## src/rtl/multi_clock_divider.sv

```systemverilog
// Multi-channel programmable clock divider / tick generator with shadowed,
// wrap-aligned reconfiguration and a global phase-align strobe.
module multi_clock_divider #(
    parameter int               NUM_CH    = 4,
    parameter int               CNT_W     = 32,
    parameter logic [CNT_W-1:0] RESET_DIV = 32'd49_999_999,
    localparam int              CH_W      = (NUM_CH > 1) ? $clog2(NUM_CH) : 1
) (
    input  logic              clk,
    input  logic              rst,
    input  logic [NUM_CH-1:0] en,
    input  logic              sync,
    input  logic              cfg_we,
    input  logic [CH_W-1:0]   cfg_ch,
    input  logic [CNT_W-1:0]  cfg_div,
    input  logic              cfg_mode,
    output logic [NUM_CH-1:0] div_out,
    output logic [NUM_CH-1:0] tick,
    output logic [NUM_CH-1:0] pending
);

    // Writes addressed beyond the last channel are dropped here.
    logic cfg_ok;
    assign cfg_ok = cfg_we && ({1'b0, cfg_ch} < (CH_W+1)'(NUM_CH));

    generate
        for (genvar gi = 0; gi < NUM_CH; gi++) begin : g_ch
            logic [CNT_W-1:0] cnt_reg;
            logic [CNT_W-1:0] act_div_reg;
            logic [CNT_W-1:0] sh_div_reg;
            logic             act_mode_reg;
            logic             sh_mode_reg;
            logic             pend_reg;
            logic             div_reg;
            logic             tick_reg;
            logic             wr_hit;
            logic             restart;
            logic             wrap;
            logic             apply;

            assign wr_hit  = cfg_ok && (cfg_ch == CH_W'(gi));
            assign restart = sync || !en[gi];
            assign wrap    = (cnt_reg == act_div_reg);
            // The shadow only takes effect at a period boundary (or when idle),
            // so no output period is ever truncated or stretched.
            assign apply   = pend_reg && (restart || wrap);

            always_ff @(posedge clk or posedge rst) begin
                if (rst) begin
                    sh_div_reg  <= RESET_DIV;
                    sh_mode_reg <= 1'b0;
                    pend_reg    <= 1'b0;
                end else if (wr_hit) begin
                    sh_div_reg  <= cfg_div;
                    sh_mode_reg <= cfg_mode;
                    pend_reg    <= 1'b1;
                end else if (apply) begin
                    pend_reg    <= 1'b0;
                end
            end

            always_ff @(posedge clk or posedge rst) begin
                if (rst) begin
                    cnt_reg      <= '0;
                    act_div_reg  <= RESET_DIV;
                    act_mode_reg <= 1'b0;
                    div_reg      <= 1'b0;
                    tick_reg     <= 1'b0;
                end else begin
                    if (apply) begin
                        act_div_reg  <= sh_div_reg;
                        act_mode_reg <= sh_mode_reg;
                    end
                    if (restart) begin
                        cnt_reg  <= '0;
                        div_reg  <= 1'b0;
                        tick_reg <= 1'b0;
                    end else if (wrap) begin
                        cnt_reg  <= '0;
                        tick_reg <= 1'b1;
                        // Wrap output follows the old mode unless the mode flips now.
                        if (apply && (sh_mode_reg != act_mode_reg))
                            div_reg <= 1'b0;
                        else if (act_mode_reg)
                            div_reg <= 1'b1;
                        else
                            div_reg <= ~div_reg;
                    end else begin
                        cnt_reg  <= cnt_reg + 1'b1;
                        tick_reg <= 1'b0;
                        if (act_mode_reg)
                            div_reg <= 1'b0;
                    end
                end
            end

            assign div_out[gi] = div_reg;
            assign tick[gi]    = tick_reg;
            assign pending[gi] = pend_reg;
        end
    endgenerate

endmodule
```

## config.mk

```make
export PLATFORM = sky130hd
export DESIGN_NAME = multi_clock_divider
export DESIGN_NICKNAME = d
export VERILOG_FILES = /design/src/rtl/multi_clock_divider.sv
export SDC_FILE = /design/constraint.sdc
export NUM_CORES = 1
export LEC_CHECK = 0
export ABC_AREA = 1
export ABC_CLOCK_PERIOD_IN_PS = 12700
export CAP_MARGIN = 20
export CELL_PAD_IN_SITES_DETAIL_PLACEMENT = 0
export CELL_PAD_IN_SITES_GLOBAL_PLACEMENT = 2
export CORE_MARGIN = 3
export CORE_UTILIZATION = 33
export CTS_CLUSTER_SIZE = 14
export DETAILED_ROUTE_END_ITERATION = 6
export GPL_ROUTABILITY_DRIVEN = 1
export GPL_TIMING_DRIVEN = 1
export PLACE_DENSITY = 0.81
export SYNTH_ARGS = -nofsm -noshare
export SYNTH_HDL_FRONTEND = slang
export SYNTH_SLANG_ARGS = --single-unit
```

## constraint.sdc

```tcl
create_clock -name clk -period 12.7 [get_ports clk]
set_clock_uncertainty 0.2 [all_clocks]
set_input_delay 1.27 -clock clk [delete_from_list [all_inputs] [get_ports clk]]
set_output_delay 1.27 -clock clk [all_outputs]
set_load 0.01 [all_outputs]
```

==> results of run 1 <==
==> cell usage in the layout, fill, tap and decap left out, drive strengths merged, types with 5 or more instances in the layout <==
cell              n
bufinv            6
and2              5
nand3           180
dfrtp           260
xor2             73
xnor2            14
a21oi            13
clkinv           12
nand2          1011
nor3            109
o21ai           144
nand4            37
buf              13
clkdlybuf4s50    54
inv             343
nor3b             8
dfstp           144
nor2            336
clkbuf           69
==> path summary, 6_finish.rpt <==
kind / slack (ns) / cells past startpoint / end / startpoint
max reg2reg: 9.46 / 14 / g_ch[0].act_div_reg[30] / g_ch[0].act_div_reg[3]
max: 8.93 / 8 / g_ch[3].act_div_reg[31] / sync
min: 0.27 / 2 / g_ch[2].act_div_reg[1] / g_ch[2].act_div_reg[1]
max in group asynchronous: 9.08 / 4 / g_ch[3].sh_div_reg[29] / rst
min reg2reg: 0.27 / 2 / g_ch[2].act_div_reg[1] / g_ch[2].act_div_reg[1]
min in group asynchronous: 1.03 / 2 / g_ch[3].sh_div_reg[9] / rst
==> power groups by stage <==
stage / logic [mW] / registers, mW / clock network [mW]
floorplan: 0.420 / 1.64 / 0
CTS: 0.548 / 1.69 / 1.49
finish: 0.537 / 1.68 / 1.45
global placement: 0.531 / 1.71 / 0
global route: 0.636 / 1.71 / 1.54
detailed placement: 0.547 / 1.71 / 0
==> per-stage QoR <==
step           setup slack, ns    util  cell area (um2)
6_report                 8.933  0.3823            23730
5_1_grt                  8.688  0.3823            23720
4_1_cts                  8.932  0.3816            23680
3_5_place_dp             8.293  0.3550            22030
3_3_place_gp             8.360  0.3544            21990
2_1_floorplan           0.2305       -            20850
==> cell families (layout without fill, tap and decap cells) <==
logic type | after synthesis | after routing | share of synthesized area
XOR/XNOR | 87 | 87 | 0.03654
flip-flops | 404 | 404 | 0.4935
adder cells (fa/ha/maj) | 4 | 4 | 0.002400
AND/OR/NAND/NOR | 1693 | 1693 | 0.3390
buffers and inverters | 439 | 497 | 0.08832
other | 0 | 2 | 0
AO/OA/AOI/OAI | 164 | 164 | 0.04032
==> routing by layer <==
metal	global-route usage	wire, um	vias to the layer above
li1	-	-	8661
met5	0	0	-
met1	0.2586	28300	8061
met3	0.02726	2299	70
met2	0.2924	27380	258
met4	0.03852	1080	0
==> layout make-up <==
cell class / count / area [um2] / area share
inverters: 343 / 1295 / 0.05458
clock buffers: 69 / 1411 / 0.05949
multi-input cells: 1948 / 8736 / 0.3682
well taps: 837 / 1047 / 0.04414
flip-flops and latches: 404 / 10290 / 0.4337
clock inverters: 18 / 240.2 / 0.01013
diodes: 2 / 5.005 / 0.0002109
repair buffers: 67 / 700.7 / 0.02953
==> worst min-delay path: cells and delay by family (launching register included) <==
kind             cells  cell delay (ns)
DFF                  1             0.37
and+or+nand+nor      2             0.10
==> results_dict.tcl, run 1 <==
set metrics [dict create \
    finalSetupViolations 0 \
    grt_pass1_vias 16470 \
    synthTopCellsByArea "dfrtp_1 31%, dfstp_2 18%, nand2_1 18%" \
    fillers 6460 \
    hold_slack_ns 0.2702 \
    worst-setup-path-type "in2reg" \
    viasPerCell 4.623 \
    ys_types 34 \
    cts_tree "yes" \
    pin_count 55 \
    detail_route.wl_per_cell_um 16.01 \
    startpoint_type "input port" \
    insertion_delay_ns 0.59 \
    crit_buf_inv 3 \
    die_w_um 257.4 \
    dp_hpwl_mm 42.23 \
    core-area_mm2 0.06205 \
    powerDensity_mw_per_mm2 154.7 \
    synth_top_area_share 0.3120 \
    slew_headroom 0.3657 \
    dr.first_iter.drc_count 1031 \
    clkTransAtPathRegs_ns 0.06 \
    period_needed_ns 3.767 \
    die_h_um 257.4 \
    final.setup.tns_ns 0 \
    end_kind "register" \
    synthArstFlopShare 1.000 \
    syn_area_per_cell_um2 7.471 \
    final_cells 3688 \
    irDropWorstVdd_v 0.0001037 \
    layout-drive-gt1-share 0.1067 \
    ys_warn_count 0 \
    p_sw_frac 0.2856 \
    cts_sinks 404 \
    status "finished clean" \
    maxCapViolCount 0 \
    worstHoldPathType "reg2reg" \
    grt_max_degree 171 \
    vias 17050 \
    syn_area_mm2 0.02085 \
    path_delay_family "simple AND/OR/NAND/NOR gates" \
    postCtsSetupRepairBufs 0 \
    synth_most_common_cell "nand2_1" \
    path_common_cell "nand2_1" \
    drv_slew 0 \
    slowest_stage "nand2_2" \
    synth_edf_count 0 \
    power_leakage_nw 10.72 \
    hold_violations 0 \
    p_total_mw 3.671 \
    yosys.area.top_type "dfrtp_1" \
    start_util 0.3360 \
    h-tree-depth 2 \
    p_seq_frac 0.459 \
    place.gp.congestion 0.8511 \
    worst_pin_slew_ns 0.9514 \
    power_frac_clock 0.395 \
    cp_slowest_stage_delay_ns 0.71 \
    path_cells "clkdlybuf4s50_1, inv_1, nand2_1, inv_1, nand2_4, nand2_2, nand2_1, nand2_1" \
    hold_buffers 0 \
    nets 2858 \
    ys_seq_area_frac 0.4935 \
    period_share 0.2966 \
    cp_max_fo 57 \
    grtUsageTotal 0.1813 \
    dr.pass1.iters 5 \
    placedCellCount 3597 \
    grt_setup_unrepaired "no" \
    p_comb_frac 0.146 \
    syn2layout_area_growth_pct 13.78 \
    wl_mm 59.06 \
    antenna_left 0 \
    required_ns 13.02 \
    switchingPower_mw 1.048 \
    arrival_ns 4.09 \
    grt-ovfl-total 0 \
    cts_resized 0 \
    clockRootBuffer "clkbuf_16" \
    die-area_mm2 0.06624 \
    placementRows 91 \
    route.detailed.drc 0 \
    p_int_mw 2.622 \
    syn_inst 2791 \
    grt_pass1_wl_mm 94.81 \
    port_buffers 54 \
    synth-seq-cells 404 \
    synth_fp_nets 2838 \
    netlist_top_cells_count "997 x nand2_1, 327 x inv_1, 326 x nor2_1" \
    yosys_most_used_dff "dfrtp_1" \
    antenna_found_initial 5 \
    cts_buffers 47 \
    clockBufferDepth 3 \
    fmax_mhz 265.4 \
]
No activity file was read; power rests on OpenSTA's default activity.
==> run 2, diff against run 1 <==
--- a/config.mk
+++ b/config.mk
@@ -6,17 +6,17 @@
 export NUM_CORES = 1
 export LEC_CHECK = 0
 export ABC_AREA = 1
-export ABC_CLOCK_PERIOD_IN_PS = 12700
+export ABC_CLOCK_PERIOD_IN_PS = 3500
 export CAP_MARGIN = 20
 export CELL_PAD_IN_SITES_DETAIL_PLACEMENT = 0
 export CELL_PAD_IN_SITES_GLOBAL_PLACEMENT = 2
 export CORE_MARGIN = 3
-export CORE_UTILIZATION = 33
+export CORE_UTILIZATION = 37
 export CTS_CLUSTER_SIZE = 14
 export DETAILED_ROUTE_END_ITERATION = 6
 export GPL_ROUTABILITY_DRIVEN = 1
 export GPL_TIMING_DRIVEN = 1
-export PLACE_DENSITY = 0.81
+export PLACE_DENSITY = 0.85
 export SYNTH_ARGS = -nofsm -noshare
 export SYNTH_HDL_FRONTEND = slang
 export SYNTH_SLANG_ARGS = --single-unit
==> constraint.sdc (replaced) <==
create_clock -name clk -period 3.5 [get_ports clk]
set_clock_uncertainty 0.2 [all_clocks]
set_input_delay 0.35 -clock clk [delete_from_list [all_inputs] [get_ports clk]]
set_output_delay 0.35 -clock clk [all_outputs]
set_load 0.01 [all_outputs]
==> results_dict.tcl, run 2 (same netlist as run 1, synthesis figures left out) <==
set metrics [dict create \
    status "finished clean" \
    startpoint_type "register" \
    core-area_mm2 0.05542 \
    route.detailed.drc 0 \
    grt_setup_unrepaired "no" \
    port_buffers 54 \
    power_leakage_nw 10.80 \
    viasPerCell 4.751 \
    worst_pin_slew_ns 0.7595 \
    pin_count 55 \
    final_cells 3612 \
    p_comb_frac 0.147 \
    grt_max_degree 110 \
    arrival_ns 2.87 \
    final_common_cell "nand2_1" \
    irDropWorstVdd_v 0.0003814 \
    syn2layout_area_growth_pct 14.03 \
    antenna_left 0 \
    nets 2872 \
    r2r_cells 11 \
    grtUsageTotal 0.2035 \
    p_int_mw 9.553 \
    cp_max_fo 33 \
    period_share 0.7486 \
    dpl_cell_area_mm2 0.02207 \
    final.setup.tns_ns 0 \
    clockRootBuffer "clkbuf_16" \
    antenna_found_initial 6 \
    clockBufferDepth 3 \
    design_area_mm2 0.02378 \
    p_sw_frac 0.2860 \
    worst_slack_ns 0.8799 \
    drv_slew 0 \
    layout_common_cells "995 x nand2_1, 326 x inv_1, 326 x nor2_1, 260 x dfrtp_1, 156 x nand3_1" \
    die-area_mm2 0.05924 \
    fmax_mhz 381.7 \
    start_util 0.3763 \
    die_w_um 243.4 \
    slew_headroom 0.4919 \
    vias 17160 \
    placedCellCount 3522 \
    grt_pass1_vias 16880 \
    finalSetupViolations 0 \
    dr.pass1.iters 5 \
    maxCapViolCount 0 \
    worst-setup-path-type "reg2reg" \
    cts_buffers 47 \
    wl_mm 59.52 \
    grt-ovfl-total 0 \
    power_frac_clock 0.395 \
    p_seq_frac 0.459 \
    powerDensity_mw_per_mm2 562.7 \
    cts_tree "yes" \
    cts_resized 0 \
    period_needed_ns 2.620 \
    detail_route.wl_per_cell_um 16.48 \
    dp_hpwl_mm 43.06 \
    insertion_delay_ns 0.58 \
    dr.first_iter.drc_count 1217 \
    hold_depth 2 \
    switchingPower_mw 3.827 \
    place.gp.congestion 0.8829 \
    required_ns 3.75 \
    p_total_mw 13.38 \
    h-tree-depth 2 \
    placementRows 86 \
    die_h_um 243.4 \
    hold_violations 0 \
    pre_cts_slack_ns 0.7138 \
    clkTransAtPathRegs_ns 0.06 \
    end_kind "register" \
    layout-drive-gt1-share 0.1111 \
    worstHoldPathType "reg2reg" \
    grt_pass1_wl_mm 95.66 \
    cts_sinks 404 \
]
-- run 2: cell count changes in the layout (fill, tap and decap cells not counted), sizes merged --
cell,delta
buf,+13
bufinv,-1
clkbuf,+2
clkinv,-4
clkinvlp,+3
diode,-1
dlygate4sd3,+1
-- run 2: per-stage QoR --
| stage | utilization | hold slack (ns) |
|---|---|---|
| finish | 0.4291 | 0.2696 |
| global route | 0.4290 | 0.2908 |
| CTS | 0.4287 | 0.2733 |
| detailed placement | 0.3982 | 0.2640 |
| global placement | 0.3979 | 0.2579 |
| floorplan | - | 0.2491 |
-- run 2: what timing repair did --
| item | 4_1_cts | 5_1_grt |
|---|---|---|
| hold endpoints to repair | 5 | 0 |
| endpoints found under the setup margin | 0 | 0 |
| hold buffers | 1 | 0 |
| setup buffers | 0 | 0 |
-- run 2: path summary, 6_finish.rpt --
path | start | to | slack, ns
min | g_ch[3].act_div_reg[15] | g_ch[3].act_div_reg[15] | 0.27
max reg2reg | g_ch[3].act_div_reg[25] | g_ch[3].act_div_reg[26] | 0.88
max in group asynchronous | rst | g_ch[3].act_div_reg[2] | 1.59
max | g_ch[3].act_div_reg[25] | g_ch[3].act_div_reg[26] | 0.88
min in group asynchronous | rst | g_ch[2].sh_mode_reg | 0.44
min reg2reg | g_ch[3].act_div_reg[15] | g_ch[3].act_div_reg[15] | 0.27
-- run 2: worst max-delay path: stages (launching register included) --
cell	delay (ns)
dfstp_2	0.56
inv_1	0.04
nand2_1	0.05
nand2_1	0.05
nor2_1	0.24
nand4_1	0.14
nor2_1	0.17
nand2_2	0.18
nand2_4	0.19
nand2_2	0.42
nand2_1	0.18
nand2_1	0.07
-- run 2: area by class of cell --
| cell class | instances | area, um2 |
|---|---|---|
| well taps | 748 | 935.9 |
| multi-input cells | 1948 | 8736 |
| fillers | 5664 | 31640 |
| diodes | 1 | 2.502 |
| clock buffers | 71 | 1460 |
| flip-flops and latches | 404 | 10290 |
| clock inverters | 16 | 216.5 |
| inverters | 343 | 1291 |
| repair buffers | 81 | 845.8 |
-- run 2: power groups by stage --
| stage | Sequential, mW | Combinational (mW) | Clock (mW) |
|---|---|---|---|
| floorplan | 5.97 | 1.52 | 0 |
| detailed placement | 6.21 | 1.98 | 0 |
| global route | 6.23 | 2.33 | 5.61 |
| CTS | 6.15 | 1.99 | 5.44 |
| global placement | 6.21 | 1.94 | 0 |
| finish | 6.14 | 1.96 | 5.28 |
-- run 2: routing by layer --
metal  up-vias  wire (um)  track usage
li1       8693          -            -
met1      8075      27470       0.2787
met2       308      27980       0.3369
met3        85       2559      0.02972
met5         -          0            0
met4         0       1503      0.05712
==> variant 1, RTL diff (settings of run 2) <==
Set the parameter `NUM_CH` to 2 (it was 4).
--- a/src/rtl/multi_clock_divider.sv
+++ b/src/rtl/multi_clock_divider.sv
@@ -3,3 +3,3 @@
 module multi_clock_divider #(
-    parameter int               NUM_CH    = 4,
+    parameter int               NUM_CH    = 2,
     parameter int               CNT_W     = 32,
Interface: changed (5 resized); port bits go from 55 to 46. No check against the original RTL was run, so the function may have changed too.
==> variant 1 against run 2 <==
Via count decreased by 50%; routed wire length is 54% lower; power down 53%; combinational power is 57% lower; global-route usage decreased by 2.2 points; critical path depth rose by 2; sequential cell count is 202 lower; setup slack got worse by 100 ps; sequential power shrank 53%; area after synthesis shrank 49%; largest cell class unchanged; cell area fell by 49%.
==> variant 1: results (changes against run 2) <==
Finish
  • Inserted Diodes: 0 (was 1)
  • Clkbuf count: 37 (was 71)
  • Layout fillers: 2919 (was 5664)
  • Count of inverters not on the clock network in the layout: 194 (was 343)
  • Area delta synth->final: 14.9% (was 14.0%)
  • Final design area excluding fillers: 0.0121 mm2 (was 0.0238 mm2)
  • Multi-input gate count: 976 (was 1948)
  • Share of the final layout cell area in multi-input gates: 36.0% (was 36.7%)
  • Non-clk buf share: 4.89% (was 3.56%)
  • Share of final-layout standard cells stronger than drive strength 1: 10.2% (was 11.1%)

Critical path
  • Setup slack, reg-to-reg: 780 ps (was 880 ps)
  • Largest driver fanout on the critical path: 34 (was 33)

Timing
  • Worst max-slew margin expressed relative to the limit: 51.6% (was 49.2%)
  • Worst Hold Margin: 168 ps (was 270 ps)
  • Tcrit/Tclk final: 77.8% (was 74.9%)

Clock network
  • Number of buffers inserted during clock tree synthesis: 25 (was 47)
  • Worst-skew pair later-pin latency: 520 ps (was 580 ps)

Power
  • Worst ir drop on vdd: 0.405 mV (was 0.381 mV)
  • Seq power: 2.90 mW (was 6.14 mW)
  • Clock network power share: 40.4% (was 39.5%)
  • Cell leakage power: 5.56 nW (was 10.8 nW)

Synth
  • Flops & latches, synth: 202 (was 404)
  • Number of instances in the synthesized netlist: 1419 (was 2791)
  • Xor/xnor cell area share of the yosys netlist: 3.99% (was 3.65%)
  • Complex-gate fraction of the synthesized area: 3.90% (was 4.03%)
  • Number of library cell types mapped by synthesis: 31 (was 34)
  • Synth area leaders: dfrtp_1 (31%), dfstp_2 (18%), nand2_1 (18%) (unchanged)
  • Most common library cells after synthesis: nand2_1 (504), inv_1 (185), nor2_1 (156) (was nand2_1 (997), inv_1 (327), nor2_1 (326))

Outcome
  • Outcome: completed (unchanged)

Global route
  • Global-route met3 utilization: 2.82% (was 2.97%)
  • Antenna violations before repair: 0 (was 6)
  • Met1 GRT Util: 27.5% (was 27.9%)
  • Global-route wire length before repair: 45.1 mm (was 95.7 mm)
  • Met2 Use GR: 27.0% (was 33.7%)
  • GR Util All Layers: 18.1% (was 20.4%)

Place
  • Number of placed cells counting well taps: 1804 (was 3522)
  • Number of I/O port buffers: 45 (was 54)
  • Placed instance area: 0.0113 mm2 (was 0.0221 mm2)
  • HPWL after detailed placement: 20.0 mm (was 43.1 mm)

Routing
  • Count of vias placed by the detailed router: 8567 (was 17161)
  • Initial DRC count: 525 (was 1217)
  • Total length of routed met2 wires: 11.5 mm (was 28.0 mm)
  • Detailed Routing Iterations Pass 1: 7 (was 5)
  • Post-Route WL: 27.1 mm (was 59.5 mm)
variant 1: cell count changes in the layout (fill, tap and decap cells not counted), moves of 11 or more:
cell | before | now
clkbuf_16 | 50 | 25
nand4_1 | 37 | 19
nor3_1 | 107 | 57
nand3_1 | 156 | 83
inv_1 | 326 | 184
nand3_2 | 24 | 1
nor2_1 | 326 | 156
xor2_1 | 73 | 41
o21ai_0 | 142 | 70
buf_4 | 18 | 7
dfrtp_1 | 260 | 130
dfstp_2 | 144 | 72
nand2_1 | 995 | 502
variant 1: path summary, 6_finish.rpt:
path	start	end	cells past startpoint
setup reg to reg	g_ch[0].act_div_reg[1]	g_ch[0].act_div_reg[7]	13
hold / removal	cfg_div[6]	g_ch[1].sh_div_reg[6]	3
min in group asynchronous	rst	g_ch[1].cnt_reg[4]	3
hold reg to reg	g_ch[0].act_div_reg[3]	g_ch[0].act_div_reg[3]	2
setup / recovery	g_ch[0].act_div_reg[1]	g_ch[0].act_div_reg[7]	13
max in group asynchronous	rst	g_ch[1].sh_div_reg[21]	4
==> variant 2, RTL diff (config.mk and constraints of run 2) <==
Without the edit above. Reset style: synchronous (`rst`), changed in 2 clocked blocks.
--- a/src/rtl/multi_clock_divider.sv
+++ b/src/rtl/multi_clock_divider.sv
@@ -47,3 +47,3 @@
 
-            always_ff @(posedge clk or posedge rst) begin
+            always_ff @(posedge clk) begin
                 if (rst) begin
@@ -61,3 +61,3 @@
 
-            always_ff @(posedge clk or posedge rst) begin
+            always_ff @(posedge clk) begin
                 if (rst) begin
Function: differs if rst is asserted again (counterexample within 4 cycles, from zero or initial values and one cycle with rst high); with rst held inactive, the same outputs for 4 cycles.
==> variant 2 against run 2 <==
Cell area decreased by 11%; sequential cell count stayed put; fmax increased by 3.2%; register-to-register slack improved by 90 ps; routed wire length shrank 16%; area after synthesis down 11%; setup slack improved by 82 ps; via count decreased by 8.7%; largest cell class is now multi-input gates.
Power is not compared: it rests on default switching activity, and its combinational part moved more than twofold at a synthesized area within 25%.
==> variant 2: results (changes against run 2) <==
Finish
  • Share of final-layout standard cells stronger than drive strength 1: 6.99% (was 11.1%)
  • Inserted Diodes: 0 (was 1)
  • Number of nets at the end of the flow: 2644 (was 2872)
  • Layout fillers: 5136 (was 5664)

Synth
  • Most common library cells after synthesis: nand2_1 (671), dfxtp_1 (404), nand3_1 (328) (was nand2_1 (997), inv_1 (327), nor2_1 (326))
  • Biggest area consumer among synthesized cells: dfxtp_1 (was dfrtp_1)
  • Number of library cell types mapped by synthesis: 35 (was 34)
  • Xor/xnor cell area share of the yosys netlist: 7.73% (was 3.65%)
  • Adder and majority gate portion of the synthesized area: 0.269% (was 0.240%)
  • Sequential element share of the synthesized area: 43.5% (was 49.3%)
  • Fraction of registers with async set or reset after synthesis: 0% (was 100%)
  • Synth area leaders: dfxtp_1 (43%), nand2_1 (14%), nand3_1 (8.8%) (was dfrtp_1 (31%), dfstp_2 (18%), nand2_1 (18%))
  • Post-synth net total: 2650 (was 2838)
  • Complex-gate fraction of the synthesized area: 6.30% (was 4.03%)

Critical path
  • Largest driver fanout on the critical path: 35 (was 33)
  • Crit path arrival time: 1990 ps (was 2870 ps)
  • Cell at the slowest stage of the critical path: dfxtp_2 (was dfstp_2)
  • Cell family with the largest share of critical-path delay: flip-flops (was simple AND/OR/NAND/NOR gates)
  • Biggest cell delay along the critical path: 760 ps (was 560 ps)

Place
  • Routability cong.: 0.841 (was 0.883)
  • HPWL after detailed placement: 35.9 mm (was 43.1 mm)

Global route
  • Global-route wire length before repair: 80.1 mm (was 95.7 mm)
  • Largest net degree at the start of global routing: 122 (was 110)
  • Antenna violations before repair: 0 (was 6)
  • Vias in the first global route: 14286 (was 16883)
  • GR Util All Layers: 18.7% (was 20.4%)

Routing
  • Via-per-instance ratio: 4.75 (about the same)
  • Initial DRC count: 1187 (was 1217)
  • Average wire per cell in the routed design: 15.2 um (was 16.5 um)

Timing
  • Slew at the pin with the worst max-slew slack: 1030 ps (was 759 ps)

Outcome
  • Outcome: completed (unchanged)

Clock network
  • Clk slew on worst S/H paths: 50 ps
variant 2: logic make-up (layout without fill, tap and decap cells):
kind of cell / count (synthesis) / count (layout)
AO/OA/AOI/OAI: 234 / 234
AND/OR/NAND/NOR: 1435 / 1435
adder cells (fa/ha/maj): 4 / 4
flip-flops: 404 / 404
XOR/XNOR: 164 / 164
buffers and inverters: 362 / 393
variant 2: final timing paths:
kind / startpoint / endpoint / slack [ps] / cells past startpoint
worst max-delay path: g_ch[2].pend_reg / pending[2] / 960 / 1
worst min-delay path: g_ch[2].sh_div_reg[16] / g_ch[2].sh_div_reg[16] / 250 / 2
worst max register to register: g_ch[0].cnt_reg[19] / g_ch[0].act_div_reg[2] / 970 / 10
worst min register to register: g_ch[2].sh_div_reg[16] / g_ch[2].sh_div_reg[16] / 250 / 2
variant 2: final cells by class:
type	count	area (um2)	share of cell area [%]
Clock buffer	69	1370	6.47
Clock inverter	17	313	1.48
Inverter	227	857	4.04
Multi-Input combinational cell	1837	8970	42.3
Sequential cell	404	8090	38.2
Tap cell	664	831	3.92
Timing Repair Buffer	80	761	3.59
variant 2: stage by stage:
step	setup WS, ps	cell area (um2)	hold slack (ps)	std cells	power [mW]
2_1_floorplan	1670	18600	230	2603	5.32
3_3_place_gp	673	19500	240	3212	5.53
3_5_place_dp	650	19500	243	3212	5.54
4_1_cts	920	21200	252	3298	10.9
5_1_grt	733	21200	272	3298	11.2
6_report	962	21200	252	3298	10.8
variant 2: metal layers:
layer	vias to the layer above	wire [um]	share of wire, %	GRT usage [%]
li1	8249	-	-	-
met1	7116	24900	50	27.0
met2	230	22100	44	28.7
met3	80	1590	3.2	2.53
met4	0	1480	3.0	6.35
met5	-	0	0	0
variant 2: power groups by stage:
stage	combinational (mW)	sequential [mW]	clock, mW
floorplan	0.423	4.89	0
global placement	0.597	4.93	0
detailed placement	0.608	4.93	0
CTS	0.610	4.83	5.47
global route	0.687	4.85	5.65
finish	0.603	4.83	5.33
